[config.mk]
export PLATFORM = sky130hd
export DESIGN_NAME = adder_share_arbiter
export DESIGN_NICKNAME = d
export VERILOG_FILES = /design/src/rtl/adder_share_arbiter_pkg.sv /design/src/rtl/adder_share_arbiter_rr_arbiter.sv /design/src/rtl/han_carlson_adder.sv /design/src/rtl/adder_share_arbiter.sv
export SDC_FILE = /design/constraint.sdc
export NUM_CORES = 1
export LEC_CHECK = 0
export CAP_MARGIN = 10
export CORE_ASPECT_RATIO = 1.1
export CORE_MARGIN = 2
export CORE_UTILIZATION = 40
export CTS_CLUSTER_SIZE = 24
export DETAILED_ROUTE_END_ITERATION = 16
export GPL_ROUTABILITY_DRIVEN = 1
export PLACE_DENSITY = 0.92
export SLEW_MARGIN = 20
export SYNTH_ARGS = -nofsm -noshare
export SYNTH_HDL_FRONTEND = slang
export SYNTH_SLANG_ARGS = --single-unit
[constraint.sdc]
create_clock -name clk -period 7.26 [get_ports clk]
set_input_delay 1.452 -clock clk [delete_from_list [all_inputs] [get_ports clk]]
set_output_delay 1.452 -clock clk [all_outputs]
set_load 0.05 [all_outputs]
[src/rtl/adder_share_arbiter_pkg.sv]
`default_nettype none
// +----------------------------------------------------------------------------+
// | adder_arb_pkg : shared types and round-robin search for adder_share_arbiter |
// | Revision: 1.0                                                              |
// +----------------------------------------------------------------------------+
package adder_arb_pkg;

  localparam int MAX_REQ = 16;
  localparam int PICK_W  = $clog2(MAX_REQ);

  typedef enum logic [0:0] {EMPTY = 1'b0, FULL = 1'b1} result_state_e;

  typedef struct packed {
    logic              found;
    logic [PICK_W-1:0] idx;
  } pick_t;

  // First asserted valid at or after ptr, wrapping modulo num.
  function automatic pick_t rr_pick(input logic [MAX_REQ-1:0] valid,
                                    input logic [PICK_W-1:0] ptr,
                                    input int num);
    pick_t r;
    int    j;
    r = '0;
    for (int i = 0; i < MAX_REQ; i++) begin
      j = (int'(ptr) + i) % num;
      if ((i < num) && !r.found && valid[j]) begin
        r.found = 1'b1;
        r.idx   = PICK_W'(j);
      end
    end
    return r;
  endfunction

endpackage
`default_nettype wire

[src/rtl/adder_share_arbiter_rr_arbiter.sv]
`default_nettype none
// +----------------------------------------------------------------------------+
// | rr_arbiter : round-robin pointer and one-hot grant for the shared adder     |
// | Revision: 1.0                                                              |
// +----------------------------------------------------------------------------+
module rr_arbiter #(
  parameter int NUM_REQ = 4,
  parameter int ID_W    = $clog2(NUM_REQ)
) (
  input  logic               clk,
  input  logic               rst,
  input  logic [NUM_REQ-1:0] valid,
  input  logic               enable,
  output logic [NUM_REQ-1:0] grant,
  output logic [ID_W-1:0]    idx,
  output logic               found
);
  import adder_arb_pkg::*;

  logic [ID_W-1:0]    r_ptr;
  logic [MAX_REQ-1:0] w_valid_ext;
  pick_t              w_pick;

  always_comb begin
    w_valid_ext                = '0;
    w_valid_ext[NUM_REQ-1:0]   = valid;
    w_pick                     = rr_pick(w_valid_ext, PICK_W'(r_ptr), NUM_REQ);
    found                      = enable && w_pick.found;
    grant                      = '0;
    idx                        = '0;
    for (int i = 0; i < NUM_REQ; i++) begin
      if (found && (w_pick.idx == PICK_W'(i))) begin
        grant[i] = 1'b1;
        idx      = ID_W'(i);
      end
    end
  end

  always_ff @(posedge clk or posedge rst) begin
    if (rst) begin
      r_ptr <= '0;
    end else if (found) begin
      r_ptr <= (idx == ID_W'(NUM_REQ - 1)) ? '0 : idx + ID_W'(1);
    end
  end

endmodule
`default_nettype wire

[src/rtl/han_carlson_adder.sv]
`default_nettype none
// +----------------------------------------------------------------------------+
// | Han_carlson_adder : radix-2 Han-Carlson parallel-prefix adder with carry-in |
// | Revision: 1.0                                                              |
// +----------------------------------------------------------------------------+
module Han_carlson_adder #(
  parameter int WIDTH   = 16,
  parameter int VALENCY = 2
) (
  input  logic [WIDTH-1:0] a,
  input  logic [WIDTH-1:0] b,
  input  logic             cin,
  output logic [WIDTH-1:0] sum,
  output logic             cout
);
  localparam int LV = (WIDTH > 1) ? $clog2(WIDTH) : 1;

  if (VALENCY != 2) begin : g_valency_check
    $error("Han_carlson_adder only implements VALENCY=2");
  end

  logic w_g [0:LV][0:WIDTH-1];
  logic w_p [0:LV][0:WIDTH-1];
  logic w_c [0:WIDTH-1];

  // Carry-in is folded into bit 0 so every prefix is a plain carry out.
  for (genvar i = 0; i < WIDTH; i++) begin : g_pre
    if (i == 0) begin : g_b0
      assign w_g[0][i] = (a[i] & b[i]) | ((a[i] ^ b[i]) & cin);
    end else begin : g_bn
      assign w_g[0][i] = a[i] & b[i];
    end
    assign w_p[0][i] = a[i] ^ b[i];
  end

  // Odd bits only: pair with the even neighbour, then Kogge-Stone on odds.
  for (genvar k = 1; k <= LV; k++) begin : g_lvl
    localparam int D = 1 << (k - 1);
    for (genvar i = 0; i < WIDTH; i++) begin : g_bit
      if ((i % 2 == 1) && (i >= D)) begin : g_op
        assign w_g[k][i] = w_g[k-1][i] | (w_p[k-1][i] & w_g[k-1][i-D]);
        assign w_p[k][i] = w_p[k-1][i] & w_p[k-1][i-D];
      end else begin : g_pass
        assign w_g[k][i] = w_g[k-1][i];
        assign w_p[k][i] = w_p[k-1][i];
      end
    end
  end

  for (genvar i = 0; i < WIDTH; i++) begin : g_post
    if ((i % 2 == 0) && (i > 0)) begin : g_even
      assign w_c[i] = w_g[LV][i] | (w_p[LV][i] & w_g[LV][i-1]);
    end else begin : g_odd
      assign w_c[i] = w_g[LV][i];
    end
    if (i == 0) begin : g_s0
      assign sum[i] = w_p[0][i] ^ cin;
    end else begin : g_sn
      assign sum[i] = w_p[0][i] ^ w_c[i-1];
    end
  end

  assign cout = w_c[WIDTH-1];

endmodule
`default_nettype wire

[src/rtl/adder_share_arbiter.sv]
`default_nettype none
// +----------------------------------------------------------------------------+
// | adder_share_arbiter : round-robin sharing of one Han_carlson_adder with a   |
// | registered, ID-tagged result. Define ADDER_ARB_STATS_EN for counters.       |
// | Revision: 1.0                                                              |
// +----------------------------------------------------------------------------+
module adder_share_arbiter #(
  parameter int WIDTH   = 16,
  parameter int VALENCY = 2,
  parameter int NUM_REQ = 4,
  parameter int ID_W    = $clog2(NUM_REQ)
) (
  input  logic                     clk,
  input  logic                     rst,
  input  logic [NUM_REQ-1:0]       req_valid,
  output logic [NUM_REQ-1:0]       req_ready,
  input  logic [NUM_REQ*WIDTH-1:0] req_a,
  input  logic [NUM_REQ*WIDTH-1:0] req_b,
  input  logic [NUM_REQ-1:0]       req_cin,
  output logic                     rsp_valid,
  input  logic                     rsp_ready,
  output logic [ID_W-1:0]          rsp_id,
  output logic [WIDTH-1:0]         rsp_sum,
  output logic                     rsp_cout
`ifdef ADDER_ARB_STATS_EN
  ,
  input  logic                     stat_clear,
  output logic [31:0]              stat_grants,
  output logic [31:0]              stat_stall
`endif
);
  import adder_arb_pkg::*;

  result_state_e    r_state, w_state_nxt;
  logic             w_can_accept, w_grant_any, w_load;
  logic [ID_W-1:0]  w_gidx;
  logic [WIDTH-1:0] w_a, w_b, w_sum;
  logic             w_cin, w_cout;
  logic [ID_W-1:0]  r_id;
  logic [WIDTH-1:0] r_sum;
  logic             r_cout;

  assign w_can_accept = (r_state == EMPTY) || rsp_ready;

  // Gating with rst keeps req_ready low for the whole reset assertion.
  rr_arbiter #(.NUM_REQ(NUM_REQ), .ID_W(ID_W)) u_arb (
    .clk    (clk),
    .rst    (rst),
    .valid  (req_valid),
    .enable (w_can_accept && !rst),
    .grant  (req_ready),
    .idx    (w_gidx),
    .found  (w_grant_any)
  );

  always_comb begin
    w_a   = '0;
    w_b   = '0;
    w_cin = 1'b0;
    for (int i = 0; i < NUM_REQ; i++) begin
      if (req_ready[i]) begin
        w_a   = req_a[i*WIDTH +: WIDTH];
        w_b   = req_b[i*WIDTH +: WIDTH];
        w_cin = req_cin[i];
      end
    end
  end

  Han_carlson_adder #(.WIDTH(WIDTH), .VALENCY(VALENCY)) u_add (
    .a    (w_a),
    .b    (w_b),
    .cin  (w_cin),
    .sum  (w_sum),
    .cout (w_cout)
  );

  always_comb begin
    w_state_nxt = r_state;
    w_load      = 1'b0;
    case (r_state)
      EMPTY: begin
        if (w_grant_any) begin
          w_state_nxt = FULL;
          w_load      = 1'b1;
        end
      end
      FULL: begin
        if (rsp_ready) begin
          w_state_nxt = w_grant_any ? FULL : EMPTY;
          w_load      = w_grant_any;
        end
      end
      default: w_state_nxt = EMPTY;
    endcase
  end

  always_ff @(posedge clk or posedge rst) begin
    if (rst) begin
      r_state <= EMPTY;
      r_id    <= '0;
      r_sum   <= '0;
      r_cout  <= 1'b0;
    end else begin
      r_state <= w_state_nxt;
      if (w_load) begin
        r_id   <= w_gidx;
        r_sum  <= w_sum;
        r_cout <= w_cout;
      end
    end
  end

  assign rsp_valid = (r_state == FULL);
  assign rsp_id    = r_id;
  assign rsp_sum   = r_sum;
  assign rsp_cout  = r_cout;

`ifdef ADDER_ARB_STATS_EN
  logic [31:0] r_stat_grants, r_stat_stall;

  always_ff @(posedge clk or posedge rst) begin
    if (rst) begin
      r_stat_grants <= '0;
      r_stat_stall  <= '0;
    end else if (stat_clear) begin
      r_stat_grants <= '0;
      r_stat_stall  <= '0;
    end else begin
      if (w_grant_any && (r_stat_grants != 32'hFFFF_FFFF))
        r_stat_grants <= r_stat_grants + 32'd1;
      if ((|req_valid) && !w_can_accept && (r_stat_stall != 32'hFFFF_FFFF))
        r_stat_stall <= r_stat_stall + 32'd1;
    end
  end

  assign stat_grants = r_stat_grants;
  assign stat_stall  = r_stat_stall;
`endif

endmodule
`default_nettype wire
==> results.cfg <==
[run_status]
status = finished, final reports clean

[synthesis]
synth_flop_cell = dfrtp_1
syn_avg_cell_area_um2 = 8.13
synth-seq-area-share_pct = 19.5
yosys_warnings = 0
ys_top_cells_by_area = dfrtp_1 (19%), a211oi_1 (10%), nand2_1 (9.8%)
synth.distinct_cells = 39
synth_top_cell_area_share_pct = 19.5
synth_edf_count = 0
ys_ff_latch = 22
synthCells = 348
async_reset_ff_share_pct = 100
synth_area_mm2 = 0.00283
yosysTopAreaCell = dfrtp_1
syn_nets = 510

[layout]
multiInputGateArea_mm2 = 0.00209
drive_above_1_share_pct = 4.70
regArea_um2 = 551
fin_cells = 574
fill_cells = 602
area_growth_pct = 58.9
fin_nets = 653
fin_util_pct = 64.9
diodes = 0

[global_routing]
grt_pass1_wl_um = 15300
grt_pass1_vias = 3272
grt_usage_pct = 24.2
grt_overflow = 0
grt_max_degree = 54
antenna_found_initial = 0

[floorplan]
die_h_um = 92.2
start_util_pct = 40.8
io-pin-count = 163
dieWidth_um = 84.2
num_rows = 32
core_mm2 = 0.00693
design.die.area_mm2 = 0.00776

[clock_tree]
cts_buffers = 3
cts_sinks = 22
h-tree-depth = 1
path_clk_slew_ns = 0.07
post_cts_buffers = 0
cts_buffer_depth = 2
postCtsHoldBufs = 0
clk_latency_ns = 0.27
cts_tree = done
cts_resized = 0
cts.root.buffer_cell = clkbuf_8

[timing]
timing.fmax_mhz = 171
period_minus_slack_ns = 5.83
finalMaxSlewViolations = 0
fin_worst_skew_ns = 0.00779
period_share_pct = 80.4
tightest_slew_ns = 0.828
finalSetupTns_ns = 0
relSlewSlack_pct = 44.8
setup_violations = 0
worst_slack_ns = 1.43
worst_hold_slack_ns = 0.487
rsz0062_at_grt = false
hold_viol_final = 0

[routing]
avgRoutedWirePerCell_um = 17.0
via_per_inst = 5.70
vias = 3273
wirelength_um = 9760
ant_nets = 0
drt_pass1_iterations = 4
route.detailed.drc = 0
drtIter0Drc = 237

[placement]
io_buffers = 162
dp_hpwl_um = 7930
place_ws_ns = 1.17
gp_congestion = 0.839
placedCellCount = 571

[critical_path]
crit_path_start_kind = input port
startpoint = req_valid[2]
cp.arrival_ns = 4.38
reg2reg_from = u_arb.r_ptr[1]$_DFFE_PP0P_
crit_path_max_fanout = 21
worstSetupPathType = in -> out
r2r_slack_ns = 2.74
endpoint_kind = output pin
cp.required_ns = 5.81

[run]
drv_cap = 0

[pwr]
leakage_nw = 1.92
power_density_mw_per_mm2 = 264
peakVddDrop_mv = 0.188

[hold_path]
worstHoldPathType = reg -> reg
worstHoldStart = rsp_sum[0]$_DFFE_PP0P_
-- registers in the layout (all words and copies together), names as in the netlist --
register and cells:
rsp_cout 1, rsp_valid 1, rsp_sum 16, rsp_id 2
u_arb.r_ptr 2
-- stage by stage --
| stage | instance area (um2) | total power, mW |
|---|---|---|
| global route | 4490 | 1.27 |
| detailed placement | 4450 | 1.11 |
| floorplan | 2830 | 0.836 |
| CTS | 4490 | 1.19 |
| finish | 4490 | 1.19 |
| global placement | 4450 | 1.08 |
-- area by class of cell --
cell class,instances,share of cell area (%)
multi-input cells,288,46.5
clock buffers,3,0.919
inverters,6,0.501
well taps,85,2.37
repair buffers,170,37.4
flip-flops and latches,22,12.2
-- routing by layer --
metal | GRT usage, % | vias to the layer above | part of all wire (%)
met5 | 0 | - | 0
met4 | 8.47 | 0 | 2.2
met1 | 27.5 | 1523 | 39
met2 | 45.1 | 141 | 52
li1 | - | 1592 | -
met3 | 4.14 | 17 | 6.5
-- Yosys cell counts, types with 9 or more instances --
| master | count |
|---|---|
| nand2_1 | 74 |
| mux2i_1 | 12 |
| a211oi_1 | 39 |
| a211o_1 | 13 |
| ha_1 | 14 |
| clkbuf_1 | 13 |
| and3_1 | 34 |
| a311oi_1 | 21 |
| buf_2 | 10 |
| dfrtp_1 | 22 |
| o21ai_0 | 18 |
| fa_1 | 9 |
-- critical path: stages --
cell	delay, ns
clkdlybuf4s50_1	0.48
nor2b_1	0.16
a221o_2	0.51
and2_1	0.47
buf_4	0.33
nor3_1	0.15
clkdlybuf4s50_1	0.83
-- logic make-up after synthesis --
family                   synth area share (%)
AO/OA/AOI/OAI                            33.3
XOR/XNOR                                 2.48
adder cells (fa/ha/maj)                  12.6
buffers and inverters                    6.68
flip-flops                               19.5
multiplexers                             4.78
AND/OR/NAND/NOR                          20.8
-- path summary, 6_finish.rpt --
check | endpoint | cells past startpoint
worst max-delay path | req_ready[0] | 7
worst min-delay path | rsp_sum[0]$_DFFE_PP0P_ | 2
worst max register to register | rsp_sum[14]$_DFFE_PP0P_ | 15
worst min register to register | rsp_sum[0]$_DFFE_PP0P_ | 2
max in group asynchronous | rsp_sum[14]$_DFFE_PP0P_ | 3
min in group asynchronous | rsp_cout$_DFFE_PP0P_ | 3
-- placed cells by master (no fill, tap or decap), drive strengths merged, types with 2 or more instances in the layout --
master	instances
a211o	13
a211oi	46
a21o	7
a21oi	2
a311oi	21
a31oi	2
and3	34
buf	8
clkbuf	3
clkdlybuf4s50	162
dfrtp	22
fa	9
ha	14
inv	6
mux2i	12
nand2	75
nand2b	3
nor2	5
nor2b	3
nor3	2
o21a	2
o21ai	18
o22ai	2
xnor2	2
xor2	6
-- where the power goes --
part           leakage [nW]  switching, mW  internal (mW)  total, mW
clock                0.0216         0.0407         0.0371     0.0778
sequential            0.277         0.0326          0.173      0.206
combinational          1.62          0.557          0.347      0.904
(Power assumes the default switching activity.)
